File: src/rtl/ps2_rx.sv
// PS/2 device-to-host receiver: pin synchronisation, clock deglitch filter and
// 11-bit frame deserialiser producing scan codes with error strobes.
module ps2_rx #(
  parameter int FILTER_LEN  = 8,
  parameter int TIMEOUT_CYC = 50000
) (
  input  logic       clk,
  input  logic       rst,
  input  logic       ps2_clk,
  input  logic       ps2_data,
  output logic [7:0] scan_code,
  output logic       new_code,
  output logic       parity_err,
  output logic       frame_err,
  output logic       busy
);

  localparam int FLT_W = $clog2(FILTER_LEN + 1);
  localparam int TO_W  = $clog2(TIMEOUT_CYC);
  localparam logic [FLT_W-1:0] FLT_MAX = FLT_W'(FILTER_LEN - 1);
  localparam logic [TO_W-1:0]  TO_MAX  = TO_W'(TIMEOUT_CYC - 1);

  typedef enum logic [1:0] {IDLE, DATA, PARITY, STOP} state_e;

  logic             clk_s1_q, clk_s2_q, dat_s1_q, dat_s2_q;
  logic [FLT_W-1:0] flt_cnt_q;
  logic             clk_f_q, clk_f_prev_q;
  logic             fall;

  state_e           state_q, state_d;
  logic [2:0]       bit_cnt_q, bit_cnt_d;
  logic [7:0]       shift_q, shift_d;
  logic             par_q, par_d;
  logic [TO_W-1:0]  to_cnt_q, to_cnt_d;
  logic [7:0]       scan_q, scan_d;
  logic             new_q, new_d, perr_q, perr_d, ferr_q, ferr_d;

  // Idle-high pins: synchronisers and filtered clock reset to 1 so that
  // leaving reset never looks like a falling edge.
  // NOTE: sequential state uses non-blocking assignments only, so every
  // register samples the pre-edge value of its neighbours.
  always_ff @(posedge clk) begin
    if (rst) begin
      clk_s1_q     <= 1'b1;
      clk_s2_q     <= 1'b1;
      dat_s1_q     <= 1'b1;
      dat_s2_q     <= 1'b1;
      flt_cnt_q    <= '0;
      clk_f_q      <= 1'b1;
      clk_f_prev_q <= 1'b1;
    end else begin
      clk_s1_q     <= ps2_clk;
      clk_s2_q     <= clk_s1_q;
      dat_s1_q     <= ps2_data;
      dat_s2_q     <= dat_s1_q;
      clk_f_prev_q <= clk_f_q;
      if (clk_s2_q == clk_f_q) begin
        flt_cnt_q <= '0;
      end else if (flt_cnt_q == FLT_MAX) begin
        flt_cnt_q <= '0;
        clk_f_q   <= clk_s2_q;
      end else begin
        flt_cnt_q <= flt_cnt_q + 1'b1;
      end
    end
  end

  assign fall = clk_f_prev_q & ~clk_f_q;

  always_ff @(posedge clk) begin
    if (rst) begin
      state_q   <= IDLE;
      bit_cnt_q <= '0;
      shift_q   <= '0;
      par_q     <= 1'b0;
      to_cnt_q  <= '0;
      scan_q    <= '0;
      new_q     <= 1'b0;
      perr_q    <= 1'b0;
      ferr_q    <= 1'b0;
    end else begin
      state_q   <= state_d;
      bit_cnt_q <= bit_cnt_d;
      shift_q   <= shift_d;
      par_q     <= par_d;
      to_cnt_q  <= to_cnt_d;
      scan_q    <= scan_d;
      new_q     <= new_d;
      perr_q    <= perr_d;
      ferr_q    <= ferr_d;
    end
  end

  // NOTE: every next-state variable is defaulted first so no path through
  // the case statement can infer a latch.
  always_comb begin
    state_d   = state_q;
    bit_cnt_d = bit_cnt_q;
    shift_d   = shift_q;
    par_d     = par_q;
    to_cnt_d  = to_cnt_q;
    scan_d    = scan_q;
    new_d     = 1'b0;
    perr_d    = 1'b0;
    ferr_d    = 1'b0;

    // A fall in the same cycle as an expiring count wins: the count clears.
    if (fall || state_q == IDLE) begin
      to_cnt_d = '0;
    end else if (to_cnt_q == TO_MAX) begin
      to_cnt_d = '0;
      state_d  = IDLE;
      ferr_d   = 1'b1;
    end else begin
      to_cnt_d = to_cnt_q + 1'b1;
    end

    if (fall) begin
      unique case (state_q)
        IDLE: begin
          if (!dat_s2_q) begin
            state_d   = DATA;
            bit_cnt_d = '0;
            par_d     = 1'b0;
          end
        end
        DATA: begin
          shift_d   = {dat_s2_q, shift_q[7:1]};
          par_d     = par_q ^ dat_s2_q;
          bit_cnt_d = bit_cnt_q + 1'b1;
          if (bit_cnt_q == 3'd7) state_d = PARITY;
        end
        PARITY: begin
          par_d   = par_q ^ dat_s2_q;
          state_d = STOP;
        end
        STOP: begin
          state_d = IDLE;
          if (!dat_s2_q) begin
            ferr_d = 1'b1;
          end else if (!par_q) begin
            perr_d = 1'b1;
          end else begin
            new_d  = 1'b1;
            scan_d = shift_q;
          end
        end
        default: state_d = IDLE;
      endcase
    end
  end

  assign scan_code  = scan_q;
  assign new_code   = new_q;
  assign parity_err = perr_q;
  assign frame_err  = ferr_q;
  assign busy       = (state_q != IDLE);

endmodule

File: config.mk
export PLATFORM = sky130hd
export DESIGN_NAME = ps2_rx
export DESIGN_NICKNAME = d
export VERILOG_FILES = /design/src/rtl/ps2_rx.sv
export SDC_FILE = /design/constraint.sdc
export NUM_CORES = 1
export LEC_CHECK = 0
export CAP_MARGIN = 0
export CORE_MARGIN = 1
export CORE_UTILIZATION = 50
export DETAILED_ROUTE_END_ITERATION = 7
export MAX_ROUTING_LAYER = met4
export PLACE_DENSITY = 0.7
export SLEW_MARGIN = 20
export SYNTH_ARGS = -nofsm -noshare
export SYNTH_HDL_FRONTEND = slang
export SYNTH_SLANG_ARGS = --single-unit
File: constraint.sdc
create_clock -name clk -period 3.1 [get_ports clk]
set_input_delay 0.62 -clock clk [delete_from_list [all_inputs] [get_ports clk]]
set_output_delay 0.62 -clock clk [all_outputs]
set_load 0.005 [all_outputs]
* After elaboration in Yosys (flattened, before gate mapping)
Index checks and enable logic that the tools add are counted.
Cells by class: multiplexer cells 17, add/subtract/negate cells 3, equal/unequal tests 8, reductions and logical operators 14, bitwise operators 7
Operators with widths (count):
- adder 16 x 1 -> 16 bit, second input constant | 1
- equality test 16 bit, second input constant | 1
- 2-to-1 mux 2 bit | 5
- 2-to-1 mux 1 bit | 8
- one-hot mux 2 bit (4 select lines) | 1
- one-hot mux 3 bit (2 select lines) | 1
- AND reduction 3 bit | 2
- nonzero test 2 bit | 3
- OR reduction 3 bit | 2
- inverter 1 bit | 5
- adder 4 x 1 -> 4 bit, second input constant | 1
- equality test 2 bit, second input constant | 2
- equality test 4 x 3 -> 1 bit, second input constant | 1
- AND reduction 2 bit | 2
- AND reduction 4 bit | 1
- OR reduction 4 bit | 1
- adder 3 x 1 -> 3 bit, second input constant | 1
- equality test 3 bit, second input constant | 1
- 2-to-1 mux 3 bit | 1
- equality test 2 x 1 -> 1 bit, second input constant | 1
- logical NOT 2 bit | 1
- != test 2 bit, second input constant | 1
- one-hot mux 1 bit (2 select lines) | 1
- OR reduction 2 bit | 1
- 4 further kinds | 4
Word-level totals: input port bits 4, register bits after elaboration 51, word-level logic and storage cells 65

* Logic depth before layout (Yosys ltp)
depth after elaboration 7, gate-level depth with buffers 7, gate-level depth less buffers 6

* Least setup slack after synthesis
OpenSTA, ideal clock, no wires.
path kind input to register, start point input rst, end point register new_q, in the netlist new_code, arrival time 1.409 ns, slack 1.563 ns, library setup time 0.128 ns, required time 2.972 ns, path buffers 3, cell stages on the path 4, path through clkbuf_1 clkbuf_1 clkbuf_1 nor2_1
On the way: longest elaborated chain between the ends 1
RTL lines:
- start: declaration | RTL line 8 | input logic rst,
- OR reduction 4 bit (no line)
- end signal: assignment | RTL line 88 | new_q <= new_d;
- end: declaration | RTL line 36 | logic new_q, new_d, perr_q, perr_d, ferr_q, ferr_d;
No other way between the ends. A chain may end at the register's enable or synchronous reset.

* Worst setup path after layout
start point register state_q[1], end point output busy
On the way: longest elaborated chain between the ends 1
RTL lines:
- start: declaration | RTL line 30 | state_e state_q, state_d;
- start signal: assignment | RTL line 82 | state_q <= state_d;
- nonzero test 2 bit | RTL line 157 | assign busy = (state_q != IDLE);
- end: declaration | RTL line 15 | output logic busy
No other way between the ends.

==> flow_summary.json <==
{
  "status": "completed",
  "cts_setup_buffers": 0,
  "yosys-top-cells-count": "dfxtp_1, nor2_1, nand2_1",
  "power_density_mw_per_mm2": 466,
  "placed_area_mm2": 0.00235,
  "yosysWarnings": 0,
  "leakagePower_nw": 0.929,
  "maxSlewHeadroom_pct": 56.9,
  "cts_root_buffer": "clkbuf_8",
  "clock_latency_ns": 0.30,
  "ir_drop_mv": 0.258,
  "synth_nets": 249,
  "drive_gt1_share_pct": 9.64,
  "setup_tns_ns": 0,
  "ant_nets": 0,
  "die_x_um": 68.0,
  "max_stage_delay_ns": 0.47,
  "hold_viol": 0,
  "fmaxAchievable_mhz": 412,
  "routed_wl_um": 3780,
  "grt_setup_unrepaired": "no",
  "drtIter0Drc": 132,
  "grt_max_degree": 34,
  "num_io_pins": 16,
  "fp.dieArea_mm2": 0.00463,
  "cp_slowest_cell": "clkdlybuf4s50_1",
  "numCtsBuffers": 5,
  "grt_usage_pct": 19.0,
  "place_congestion": 0.803,
  "cts_buffer_depth": 2,
  "post-synth-top-area-cell": "dfxtp_1",
  "num-nets-final": 260,
  "min_path_cells": 1,
  "arrival_ns": 1.81,
  "cp-start-kind": "flop",
  "hold_class": "reg -> reg",
  "synth_most_common_cell": "dfxtp_1",
  "setup-violations-final": 0,
  "skew_ns": 0.00427,
  "crit_chain": "inv_1 -> ha_1 -> inv_1 -> clkdlybuf4s50_1",
  "yosysTopAreaCellShare_pct": 46.8,
  "synth.top_cells.by_area": "dfxtp_1, nor2_1, ha_1",
  "fin_crit_ns": 2.43,
  "dp_hpwl_um": 2510,
  "grt_pass1_vias": 1437,
  "h-tree-depth": 2,
  "vias": 1598,
  "cts_resized": 0,
  "worstMarginPinSlew_ns": 0.644,
  "syn_inst": 237,
  "reg2regPathDepth": 5,
  "path_class": "reg -> out",
  "path_max_fanout": 11,
  "initial_utilization_pct": 53.3,
  "fin_area_mm2": 0.00246,
  "finalCritPeriodShare_pct": 78.3,
  "drv_cap": 0,
  "rows": 23,
  "post_drt_wl_per_cell_um": 12.6,
  "critPathRequiredTime_ns": 2.48,
  "diodes": 0,
  "synthFlopType": "dfxtp_1",
  "antenna_found_initial": 0,
  "ys_async_sr_fraction_pct": 0,
  "dr.pass1.iters": 4,
  "ys_seq_area_share_pct": 46.8,
  "worst_path_most_repeated_cell": "inv_1",
  "io_buffers": 15,
  "drc_errors": 0,
  "cts_tree": "built",
  "area_growth_pct": 13.1,
  "hold_buffers": 0,
  "synth-seq-cells": 51,
  "overflow": 0,
  "syn_area_mm2": 0.00218,
  "cts_num_sinks": 51,
  "grt_pass1_wl_um": 6430,
  "die_h_um": 68.0,
  "cts.reportedPaths.clkPinSlew_ns": 0.09,
  "vias_per_cell": 5.34,
  "maxSlewViolCount": 0,
  "syn_avg_cell_area_um2": 9.20,
  "synth_edf_count": 0,
  "synthDistinctLibCells": 44,
  "end_kind": "output port",
  "core_area_mm2": 0.00409,
  "p_total_mw": 1.15
}
through the flow:
stage          util (%)  worst slack [ns]  hold slack [ns]  std cells
6_report           60.3             0.671            0.423        299
5_1_grt            60.3             0.568            0.439        299
4_1_cts            60.3             0.680            0.423        299
3_5_place_dp       57.4              1.03            0.403        291
3_3_place_gp       57.4              1.08            0.391        291
2_1_floorplan         -              1.56            0.389        237
cells by family after synthesis:
| family | synth area share, % |
|---|---|
| buf+inv | 3.62 |
| xor+xnor | 5.63 |
| mux | 4.59 |
| compound gates | 9.99 |
| fa+ha+maj | 4.59 |
| flops | 46.8 |
| simple gates | 24.7 |
where the power goes:
part	leakage, nW	total, mW	internal, mW	switching [mW]
Sequential	0.412	0.660	0.657	0.00244
Clock	0.0612	0.474	0.261	0.212
Combinational	0.456	0.0163	0.00761	0.00871
critical path: cells and delay by family, from the launching register on:
family | cells | cell delay (ns)
flops | 1 | 0.35
buf+inv | 3 | 0.74
fa+ha+maj | 1 | 0.43
state kept, by name (all words and copies together) (netlist names), 2 cells and up:
signal     cells
bit_cnt_q      3
flt_cnt_q      4
scan_code      8
shift_q        8
state_q        2
to_cnt_q      16
worst paths after layout:
check | startpoint | endpoint | slack (ns)
setup / recovery | state_q[1] | busy | 0.67
hold / removal | clk_s1_q | clk_s2_q | 0.42
setup reg to reg | state_q[0] | to_cnt_q[13] | 1.25
hold reg to reg | clk_s1_q | clk_s2_q | 0.42
layout by cell type, fill, tap and decap left out, drive strengths merged, types with 7 or more instances in the layout:
| cell | n |
|---|---|
| xor2 | 7 |
| xnor2 | 7 |
| nand3 | 15 |
| mux2i | 10 |
| nor2 | 28 |
| ha | 8 |
| nand2 | 18 |
| clkdlybuf4s50 | 15 |
| dfxtp | 51 |
| a21oi | 16 |
final cells by class:
cell class,instances,area [um^2]
Clock buffer,6,82.6
Clock inverter,2,35.0
Fill cell,366,1620
Inverter,5,18.8
Multi-Input combinational cell,168,1080
Sequential cell,51,1020
Tap cell,50,62.6
Timing Repair Buffer,17,165
metal layers:
layer / GRT usage (%) / wire, um / vias up
met3: 4.00 / 102 / 2
met2: 30.9 / 1770 / 15
met5: - / 0 / -
met4: 5.47 / 19 / 0
met1: 23.7 / 1890 / 738
li1: - / - / 843
Note: power is estimated with default switching activity, not from simulation.
